### config.mk
export PLATFORM = sky130hd
export DESIGN_NAME = demux_1xn_hs
export DESIGN_NICKNAME = d
export VERILOG_FILES = /design/src/rtl/demux_pkg.sv /design/src/rtl/demux_out_slot.sv /design/src/rtl/demux_1xn_hs.sv
export SDC_FILE = /design/constraint.sdc
export NUM_CORES = 1
export LEC_CHECK = 0
export CORE_ASPECT_RATIO = 1.1
export CORE_MARGIN = 4
export CORE_UTILIZATION = 23
export CTS_CLUSTER_SIZE = 16
export DETAILED_ROUTE_END_ITERATION = 7
export GPL_ROUTABILITY_DRIVEN = 0
export HOLD_SLACK_MARGIN = 0.06
export SLEW_MARGIN = 5
export SYNTH_ARGS = -nofsm -noshare
export SYNTH_HDL_FRONTEND = slang
export SYNTH_HIERARCHICAL = 1
export SYNTH_SLANG_ARGS = --single-unit
### constraint.sdc
create_clock -name clk -period 3.4 [get_ports clk]
set_clock_uncertainty 0.2 [all_clocks]
set_input_delay 0.85 -clock clk [delete_from_list [all_inputs] [get_ports clk]]
set_output_delay 0.85 -clock clk [all_outputs]
set_load 0.005 [all_outputs]
### src/rtl/demux_pkg.sv
// Shared defaults for the registered 1-to-N handshake demultiplexer.
// Latency: n/a (constants only).
// Backpressure: n/a (constants only).
package demux_pkg;

    localparam int DEMUX_WIDTH = 32;
    localparam int DEMUX_N_OUT = 16;

endpackage

### src/rtl/demux_out_slot.sv
// One-entry output buffer for a single demux channel.
// Latency: 1 cycle from wr_en to valid/data.
// Backpressure: holds valid/data while ready=0; free also reports a slot draining this cycle.
//
// Ports: clk/rst (sync, active-high), wr_en/wr_data (fill from demux decode),
//        valid/ready/data (consumer handshake), free (slot can be written this cycle).
module demux_out_slot
    import demux_pkg::*;
#(
    parameter int WIDTH = DEMUX_WIDTH
) (
    input  logic             clk,
    input  logic             rst,
    input  logic             wr_en,
    input  logic [WIDTH-1:0] wr_data,
    output logic             valid,
    input  logic             ready,
    output logic [WIDTH-1:0] data,
    output logic             free
);

    // A slot being consumed this cycle can take a new beat on the same edge,
    // which is what gives one beat per cycle per channel.
    assign free = ~valid | ready;

    always_ff @(posedge clk) begin
        if (rst) begin
            valid <= 1'b0;
            data  <= '0;
        end else if (wr_en) begin
            valid <= 1'b1;
            data  <= wr_data;
        end else if (ready) begin
            // Data is deliberately left in place once drained.
            valid <= 1'b0;
        end
    end

endmodule

### src/rtl/demux_1xn_hs.sv
// Registered 1-to-N demultiplexer (unicast or broadcast) with valid/ready on every side.
// Latency: 1 cycle from input acceptance to out_valid/out_data of the target channel(s).
// Backpressure: in_ready follows only the target slot (all slots for broadcast); out-of-range beats are always accepted and dropped.
//
// Ports: clk/rst (sync, active-high); in_valid/in_ready/in_data/in_sel/in_bcast (source);
//        out_valid/out_ready/out_data (per channel, channel i at out_data[i*WIDTH +: WIDTH]);
//        err_sel (one-cycle pulse when an out-of-range unicast beat was dropped).
module demux_1xn_hs
    import demux_pkg::*;
#(
    parameter  int WIDTH = DEMUX_WIDTH,
    parameter  int N_OUT = DEMUX_N_OUT,
    localparam int SEL_W = $clog2(N_OUT)
) (
    input  logic                   clk,
    input  logic                   rst,
    input  logic                   in_valid,
    output logic                   in_ready,
    input  logic [WIDTH-1:0]       in_data,
    input  logic [SEL_W-1:0]       in_sel,
    input  logic                   in_bcast,
    output logic [N_OUT-1:0]       out_valid,
    input  logic [N_OUT-1:0]       out_ready,
    output logic [N_OUT*WIDTH-1:0] out_data,
    output logic                   err_sel
);

    logic [N_OUT-1:0] slot_free;
    logic [N_OUT-1:0] wr_en;
    logic             sel_ok;
    logic             accept;

    // Widened compare so non-power-of-two channel counts are range-checked
    // without a constant-result comparison for power-of-two counts.
    assign sel_ok = (32'(in_sel) < 32'(N_OUT));

    // No dependency on in_valid: the source can look at in_ready before committing.
    always_comb begin
        in_ready = 1'b0;
        if (!rst) begin
            if (in_bcast) begin
                in_ready = &slot_free;
            end else if (sel_ok) begin
                in_ready = slot_free[in_sel];
            end else begin
                in_ready = 1'b1;
            end
        end
    end

    assign accept = in_valid & in_ready;

    // Broadcast only reaches here when every slot is free, so it is all-or-nothing.
    for (genvar i = 0; i < N_OUT; i++) begin : g_slot
        assign wr_en[i] = accept & (in_bcast | (in_sel == SEL_W'(i)));

        demux_out_slot #(
            .WIDTH (WIDTH)
        ) u_slot (
            .clk     (clk),
            .rst     (rst),
            .wr_en   (wr_en[i]),
            .wr_data (in_data),
            .valid   (out_valid[i]),
            .ready   (out_ready[i]),
            .data    (out_data[i*WIDTH +: WIDTH]),
            .free    (slot_free[i])
        );
    end

    always_ff @(posedge clk) begin
        if (rst) begin
            err_sel <= 1'b0;
        end else begin
            err_sel <= accept & ~in_bcast & ~sel_ok;
        end
    end

endmodule
**Yosys cells after proc, flatten, opt, wreduce, memory -nomap -nowiden**

Index checks and enable logic that the tools add are counted.

- Flip-flop bits (word level): 528
- Latch bits: 0
- Memory bits (writable): 0
- ROM bits: 0
- Bits of input ports: 56
- Logic and storage cells: 167
- Memories kept: 0

- $add $sub $neg: 0
- Multiply operators: 0
- Div/mod/pow operators: 0
- Order comparisons: 1
- Equality and inequality tests: 15
- Shift-type cells: 0
- Mux-type cells: 36
- Bitwise operators: 65
- Reductions and logical operators: 18

Operator list:

| cell | count |
|---|---|
| $mux 1 | 35 |
| $eq 4x4->1 const B | 8 |
| $or 1x1->1 | 32 |
| $reduce_bool 2->1 | 16 |
| $and 1x1->1 | 17 |
| $eq 4x3->1 const B | 4 |
| $not 1->1 | 16 |
| $reduce_and 16->1 | 1 |
| $eq 4x2->1 const B | 2 |
| $lt 4x5->1 const B | 1 |
| $bmux 1 s4 | 1 |
| $eq 4x1->1 const B | 1 |
| $logic_not 4->1 | 1 |

**Logic depth before layout (Yosys ltp)**

Gate-level depths: netlist (run 1).

- Word-level depth: 9
- Mapped depth: 10

**Hierarchy**

The synthesis (run 1) kept the hierarchy.

By module, submodules not included:

| module | times used | cells each | area an instance (µm²) |
|---|---|---|---|
| demux_out_slot | 16 | 108 | 1,204.9 |
| demux_1xn_hs | 1 | 81 | 523.0 |

**Worst setup path after synthesis (run 1)**

No wires, ideal clock.

- Path kind: input port to output port
- Start: in in_sel[1]
- End: out in_ready
- Arrival time: 1,711 ps
- Data required time: 2,350 ps
- Path slack: 639 ps
- Stages: 6
- Cell sequence: buf_6 -> clkbuf_8 -> mux2i_1 -> a21oi_1 -> nand3_1 -> a31oi_1

- Longest elaborated chain between the ends: 4

RTL lines:

| what | RTL line | source |
|---|---|---|
| from (decl) | demux_1xn_hs.sv:20 | `input logic [SEL_W-1:0] in_sel,` |
| $bmux 1 s4 | demux_1xn_hs.sv:44 | `in_ready = slot_free[in_sel];` |
| $mux 1 (implied by the code) | demux_1xn_hs.sv:44 |  |
| $mux 1 | demux_1xn_hs.sv:41 | `if (in_bcast) begin` |
| $mux 1 | demux_1xn_hs.sv:40 | `if (!rst) begin` |
| to (decl) | demux_1xn_hs.sv:18 | `output logic in_ready,` |

No other way between the ends. The select of a mux whose other input is x is not followed.

**Worst setup path after layout (run 1)**

- Start: in in_sel[0]
- End: out in_ready

The elaborated chain is that of the path after synthesis.

==> run summary, run 1 <==
Clock network
• **depth of the CTS H-tree** 2
• **cts bufs inserted** 58
• **clock sink count** 528
• **root cell of the clock tree** sky130_fd_sc_hd__clkbuf_16
• **TritonCTS clock tree** yes
• **maximum number of buffers from clock root to sink** 3
• **clock insertion delay at the later pin of the skew report** 0.62 ns
• **CTS clk-pin slew, worst paths** 0.06 ns

Floorplan
• **total number of placement rows** 112
• **die height** 316 µm
• **area of the die** 90900 µm²
• **number of top-level pins** 586
• **effective utilization at floorplan** 23.3%
• **area of the placeable core** 85100 µm²
• **Chip Width** 288 µm

Global routing
• **global-route wire length before repair** 104000 µm
• **global-route usage over all layers** 15.4%
• **grt ovf** 0
• **largest net degree at the start of global routing** 201
• **number of global-route vias before repair** 14.6k
• **initial antenna violation count** 5

STA
• **transition time at the pin with the least slew margin** 1.19 ns
• **Final setup violation count** 0
• **Highest Clock Rate** 301 MHz
• **Slew HR** 20.8%
• **final setup TNS** 0 ns
• **crit share post-route** 97.6%
• **final count of pins violating max slew** 0
• **RSZ-0062 raised after global routing** false
• **final hold vios** 0
• **worst hold slack after final layout** 0.268 ns
• **clock period minus worst slack** 3.32 ns

Logic synthesis
• **distinct cell type count of the synthesized netlist** 26
• **share of flip-flops with an asynchronous set or reset after synthesis** 0%
• **cells taking the most area after synthesis** sky130_fd_sc_hd__dfxtp_1, sky130_fd_sc_hd__mux2i_1, sky130_fd_sc_hd__nor2_1, sky130_fd_sc_hd__buf_12, sky130_fd_sc_hd__buf_6
• **flops & latches, synth** 528
• **count leader, synth** sky130_fd_sc_hd__dfxtp_1
• **most frequent cells after synthesis** sky130_fd_sc_hd__dfxtp_1, sky130_fd_sc_hd__mux2i_1, sky130_fd_sc_hd__nor2_1
• **Yosys warning total** 6
• **Synthesized Nets** 1865
• **proportion of netlist area held by the largest area contributor** 53.4%
• **number of synthesized flops with an enable pin** 0
• **dominant register cell in the synthesized netlist** sky130_fd_sc_hd__dfxtp_1
• **cell area after technology mapping** 19800 µm²
• **Synth area leader** sky130_fd_sc_hd__dfxtp_1
• **portion of the post-synthesis area used by sequential elements** 53.4%
• **average footprint of a synthesized cell** 10.9 µm²
• **post-synthesis instance total** 1809

Power and ir drop
• **leakage component of the power** 10.2 nW
• **Worst VDD drop** 442 µV
• **Final Power** 14.8 mW
• **Pwr per Cell Area** 510 nW/µm²

Placed design
• **# placed instances** 3487
• **number of I/O port buffers** 584
• **post-DP HPWL** 50300 µm

Layout
• **count of placed standard cells in the final layout, fillers left out** 3608
• **final net count** 2477
• **share of layout cells above drive strength 1** 9.98%
• **layout-stage area growth over the synthesis result** 47.0%

Worst setup path
• **type of destination of the critical path** output port
• **number of cells on the worst reg-to-reg path** 16
• **worst-path maximum fanout** 4
• **worst path arrival time** 2.27 ns
• **Worst Path Required** 2.35 ns
• **capturing point of the worst reg2reg path** g_slot[14].u_slot/data[6]
• **WS Path Type** input pin to output port
• **R2R Setup Slk** 0.30 ns
• **critical path launch point type** input pin
• **worst r2r src** g_slot[3].u_slot/valid

Routing
• **post-route antenna net violation count** 0
• **Vias/cell** 4.15
• **average detailed-routed wire length per instance** 20.7 µm
• **Iteration-0 DRC Markers** 661
• **DR vias** 15.0k
• **final routed DRC violation total** 0
• **routed wire length** 74600 µm
• **drt first pass iters** 5

Worst hold path
• **Hold Path Sink** g_slot[2].u_slot/valid
• **HP Start** rst
• **Cells on Worst Hold Path** 2
• **path category of the worst min-delay check** input pin to register

Flow run
• **maximum capacitance violations** 0

Outcome
• **outcome** finished clean

-- flip-flops by register name, summed over array words and instances, names as in the netlist --
| signal | count |
|---|---|
| g_slot.u_slot/valid | 16 |
| g_slot.u_slot/data | 512 |
-- critical path: stages --
cell,delay [ns]
sky130_fd_sc_hd__clkdlybuf4s50_1,0.54
sky130_fd_sc_hd__nor2b_1,0.35
sky130_fd_sc_hd__a22oi_2,0.16
sky130_fd_sc_hd__nand3_2,0.12
sky130_fd_sc_hd__a31oi_4,0.09
sky130_fd_sc_hd__buf_2,0.14
-- metal layers --
layer | share of wire [%] | vias up | GRT usage (%) | routed length [µm]
met4 | 4.0 | 0 | 6.35 | 2950
met1 | 40 | 7122 | 18.0 | 30000
li1 | - | 7229 | - | -
met2 | 48 | 498 | 25.8 | 35500
met3 | 8.2 | 127 | 5.47 | 6140
met5 | 0 | - | 0 | 0
-- cell usage in the layout (no fill, tap or decap), types with 2 or more instances in the layout --
cell,n
sky130_fd_sc_hd__nor2b_1,4
sky130_fd_sc_hd__dlygate4sd2_1,10
sky130_fd_sc_hd__buf_6,2
sky130_fd_sc_hd__nor2_1,515
sky130_fd_sc_hd__a21oi_4,8
sky130_fd_sc_hd__nand2_1,2
sky130_fd_sc_hd__mux2i_1,518
sky130_fd_sc_hd__diode_2,4
sky130_fd_sc_hd__buf_2,6
sky130_fd_sc_hd__clkdlybuf4s50_1,563
sky130_fd_sc_hd__buf_4,70
sky130_fd_sc_hd__a31oi_4,9
sky130_fd_sc_hd__dlymetal6s2s_1,4
sky130_fd_sc_hd__a21oi_1,28
sky130_fd_sc_hd__buf_8,2
sky130_fd_sc_hd__a22oi_2,2
sky130_fd_sc_hd__dfxtp_1,528
sky130_fd_sc_hd__nand4_2,2
sky130_fd_sc_hd__clkinvlp_4,3
sky130_fd_sc_hd__clkbuf_1,14
sky130_fd_sc_hd__mux2i_2,2
sky130_fd_sc_hd__nand2b_1,4
sky130_fd_sc_hd__inv_1,16
sky130_fd_sc_hd__buf_12,31
sky130_fd_sc_hd__nand4_1,5
sky130_fd_sc_hd__clkbuf_8,12
sky130_fd_sc_hd__clkinv_2,6
sky130_fd_sc_hd__nand3_2,3
sky130_fd_sc_hd__clkbuf_16,60
sky130_fd_sc_hd__nand2b_4,13
sky130_fd_sc_hd__clkinv_4,2
sky130_fd_sc_hd__a31oi_1,4
sky130_fd_sc_hd__bufinv_16,6
-- cell families (layout without fill, tap and decap cells) --
family / count (synthesis) / after routing / share of synthesized area, %
other cells: 1 / 5 / 0.0189
mux: 520 / 520 / 26.3
buf+inv: 153 / 808 / 7.82
compound gates: 53 / 53 / 1.51
simple gates: 554 / 554 / 11.0
flops: 528 / 528 / 53.4
-- worst max-delay path by stage --
stage | start | endpoint | slack [ns] | cells after the start
after CTS | in_sel[1] | in_ready | 0.002 | 7
final | in_sel[0] | in_ready | 0.08 | 6
after detailed placement | out_ready[1] | in_ready | -0.80 | 8
after global routing | in_sel[0] | in_ready | 0.01 | 6
after floorplan | in_sel[1] | in_ready | 0.64 | 6
after global placement | out_ready[1] | in_ready | -0.89 | 8
-- final cells by class --
type | instances | area (µm²)
fillers | 8620 | 56000
flip-flops and latches | 528 | 10600
multi-input cells | 1128 | 8060
repair buffers | 689 | 7030
clock buffers | 85 | 1690
well taps | 1140 | 1430
clock inverters | 18 | 259
inverters | 16 | 60.1
diodes | 4 | 10.0
-- power breakdown --
| group | switching [mW] | internal [mW] | leakage (nW) |
|---|---|---|---|
| Combinational | 0.918 | 0.908 | 5.00 |
| Clock | 2.58 | 3.88 | 0.951 |
| Sequential | 0.124 | 6.43 | 4.28 |
-- stage by stage --
stage               utilization (%)  setup WS [ns]  area [µm²]
global placement               31.6         -0.891       26900
detailed placement             31.6         -0.802       26900
CTS                            34.1        0.00155       29000
global route                   34.2         0.0149       29100
finish                         34.2         0.0801       29100
floorplan                         -          0.639       19800
-- what timing repair did --
item,in CTS,in global routing
pin swaps,8,7
hold buffers,0,0
buffers inserted,11,4
gates cloned,0,1
resized for setup,42,16
hold endpoints to repair,0,0
endpoints found under the setup margin,1,407
Note: power is estimated with default switching activity, not from simulation.
==> run 2: changes to the inputs <==
--- a/config.mk
+++ b/config.mk
@@ -12,6 +12,7 @@
 export DETAILED_ROUTE_END_ITERATION = 7
 export GPL_ROUTABILITY_DRIVEN = 0
 export HOLD_SLACK_MARGIN = 0.06
+export SETUP_SLACK_MARGIN = 0.3
 export SLEW_MARGIN = 5
 export SYNTH_ARGS = -nofsm -noshare
 export SYNTH_HDL_FRONTEND = slang
==> run 2 against run 1 <==
Non-clock buffer count is 62 higher; final area rose by 4.0%; via count rose by 2.3%; clock power barely moved; setup slack gained 0.051 ns; sequential share of layout area fell by 1.4 points; critical path depth increased by 1; power up 1.4%; first-iteration DRC count up 12%; combinational power is 11% higher; die area unchanged; critical endpoint unchanged.
==> run summary, run 2 (synthesis gave the netlist of run 1 again) <==
STA
• **final count of pins violating max slew** 0, unchanged
• **RSZ-0062 raised after global routing** true
• **Highest Clock Rate** 306 MHz, +1.6%
• **Final setup violation count** 0, unchanged
• **Final Worst Setup Slack** 0.131 ns, +0.0508 ns
• **clock period minus worst slack** 3.27 ns, -0.0508 ns
• **Slew HR** 23.7%, +2.9 points
• **final hold vios** 0, unchanged
• **crit share post-route** 96.2%, -1.5 points
• **transition time at the pin with the least slew margin** 1.14 ns, -0.0433 ns

Routing
• **Vias/cell** 4.17, +0.52%
• **post-route antenna net violation count** 0, unchanged
• **Met2 Routed Length** 39100 µm, +10%
• **wl on met1** 33000 µm, +10%
• **Iteration-0 DRC Markers** 742, +12%
• **total length of routed met3 wires** 6170 µm, +0.46%
• **Top Layer Used** met4
• **drt first pass iters** 5, unchanged
• **routed wire length** 81500 µm, +9.4%
• **DR vias** 15.3k, +2.3%
• **final routed DRC violation total** 0, unchanged
• **average detailed-routed wire length per instance** 22.2 µm, +7.5%

Worst hold path
• **path category of the worst min-delay check** input pin to register
• **Cells on Worst Hold Path** 2, unchanged

Flow run
• **maximum capacitance violations** 0, unchanged

Floorplan
• **number of top-level pins** 586, unchanged
• **area of the die** 90900 µm², unchanged
• **total number of placement rows** 112, unchanged
• **area of the placeable core** 85100 µm², unchanged
• **effective utilization at floorplan** 23.3%, unchanged
• **die height** 316 µm, unchanged
• **Chip Width** 288 µm, unchanged

Worst setup path
• **WS Path Type** input pin to output port
• **critical path launch point type** input pin
• **CP Buf/Inv Count** 2, unchanged
• **CP max stage cell** sky130_fd_sc_hd__clkdlybuf4s50_1
• **Worst Path Required** 2.35 ns, about the same
• **type of destination of the critical path** output port
• **worst path arrival time** 2.22 ns, -0.05 ns
• **top cell family by delay on the critical path** buffers and inverters
• **total number of cells along the worst setup path** 7, +1
• **number of cells on the worst reg-to-reg path** 18, +2
• **worst-path maximum fanout** 2, -2
• **series of cell instances along the critical path** clkdlybuf4s50_1 > nand2b_1 > mux2i_1 > nand2_1 > nand3_2 > a31oi_4 > buf_2
• **max incr delay on CP** 0.44 ns, -0.10 ns

Clock network
• **clock insertion delay at the later pin of the skew report** 0.62 ns, about the same
• **root cell of the clock tree** sky130_fd_sc_hd__clkbuf_16
• **cts bufs inserted** 58, unchanged
• **maximum number of buffers from clock root to sink** 3, unchanged
• **TritonCTS clock tree** yes
• **CTS clk-pin slew, worst paths** 0.06 ns, about the same
• **clock sink count** 528, unchanged
• **depth of the CTS H-tree** 2, unchanged

Power and ir drop
• **switching power summed over all nets** 3.71 mW, +2.4%
• **Pwr per Cell Area** 497 nW/µm², -2.5%
• **internal power** 11.3 mW, +1.1%
• **switching part of the total power** 24.6%, +0.24 points
• **leakage component of the power** 10.7 nW, +4.8%
• **fraction of power consumed by the clock network** 43.0%, -0.5 points
• **sequential share of power** 43.5%, -0.7 points
• **Worst VDD drop** 441 µV, about the same
• **relative contribution of combinational cells to total power** 13.5%, +1.2 points

Layout
• **layout-stage area growth over the synthesis result** 52.9%
• **area taken by flip-flops and latches** 10600 µm², about the same
• **post-route core utilization** 35.6%, +1.4 points
• **Largest register FFs** 512, unchanged
• **Multi-input gate area** 8130 µm², +0.90%
• **final net count** 2539, +2.5%
• **share of layout cells above drive strength 1** 12.8%, +2.8 points
• **FILL cells** 8494, -1.5%
• **highest-count cells in the layout ignoring fill and taps** sky130_fd_sc_hd__clkdlybuf4s50_1, sky130_fd_sc_hd__dfxtp_1, sky130_fd_sc_hd__nor2_1
• **most flop-heavy register** g_slot.u_slot/data
• **total non-filler cell area in the finished layout** 30300 µm², +4.0%
• **largest registers ranked by flip-flop count** g_slot.u_slot/data (512), g_slot.u_slot/valid (16)
• **most frequent standard cell in the layout excluding fill and tap cells** sky130_fd_sc_hd__clkdlybuf4s50_1

Global routing
• **largest net degree at the start of global routing** 201, unchanged
• **global-route wire length before repair** 104000 µm, +0.47%
• **grt ovf** 0, unchanged
• **initial antenna violation count** 7, +2
• **global-route usage over all layers** 15.5%, +0.064 points
• **number of global-route vias before repair** 14.7k, +0.76%

Placed design
• **Setup WS pre-CTS** -0.802 ns, unchanged
• **standard cell area after detailed placement** 26900 µm², unchanged
• **post-DP HPWL** 50300 µm, unchanged
• **number of I/O port buffers** 584, unchanged

Outcome
• **outcome** finished clean

-- run 2: through the flow --
stage	total power [mW]	setup TNS, ns	cells	hold WS (ns)
floorplan	7.56	0	1809	0.285
global placement	8.49	-131.18	3487	0.271
detailed placement	8.51	-125.60	3487	0.278
CTS	15.1	0	3617	0.218
global route	15.7	0	3668	0.233
finish	15.1	0	3670	0.266
-- run 2: worst paths after layout --
check,slack (ns),from,end
worst max-delay path,0.13,out_ready[9],in_ready
worst min-delay path,0.27,rst,g_slot[2].u_slot/valid
worst max register to register,0.33,g_slot[10].u_slot/valid,g_slot[9].u_slot/data[30]
worst min register to register,0.29,g_slot[4].u_slot/data[29],g_slot[4].u_slot/data[29]
-- run 2: cell type report --
cell class / count / share of cell area [%]
flip-flops and latches: 528 / 34.9
multi-input cells: 1128 / 26.9
repair buffers: 751 / 26.8
clock buffers: 85 / 5.59
well taps: 1140 / 4.71
clock inverters: 18 / 0.855
inverters: 16 / 0.198
diodes: 4 / 0.0331
-- run 2: worst reg2reg max path: cells and delay by family (launching register included) --
kind	cells	cell delay, ns
flip-flops	1	0.34
AO/OA/AOI/OAI	2	0.51
AND/OR/NAND/NOR	3	0.24
buffers and inverters	11	1.38
multiplexers	2	0.25
-- run 2: metal layers --
metal  vias up  global-route usage [%]
li1       7363                       -
met1      7303                    18.2
met2       509                    26.0
met3       138                    5.28
met4         0                    6.16
met5         -                       0
-- run 2: power groups by stage --
stage               Combinational, mW  Sequential [mW]  Clock [mW]
floorplan                       0.857             6.70           0
global placement                 1.82             6.68           0
detailed placement               1.83             6.68           0
CTS                              1.86             6.55        6.69
global route                     2.16             6.58        6.92
finish                           2.03             6.56        6.47
-- run 2: what timing repair did --
action	CTS	global route
resized for setup	73	49
endpoints found under the setup margin	1	524
hold buffers	0	0
buffers inserted	27	23
gates cloned	0	26
pin swaps	12	21
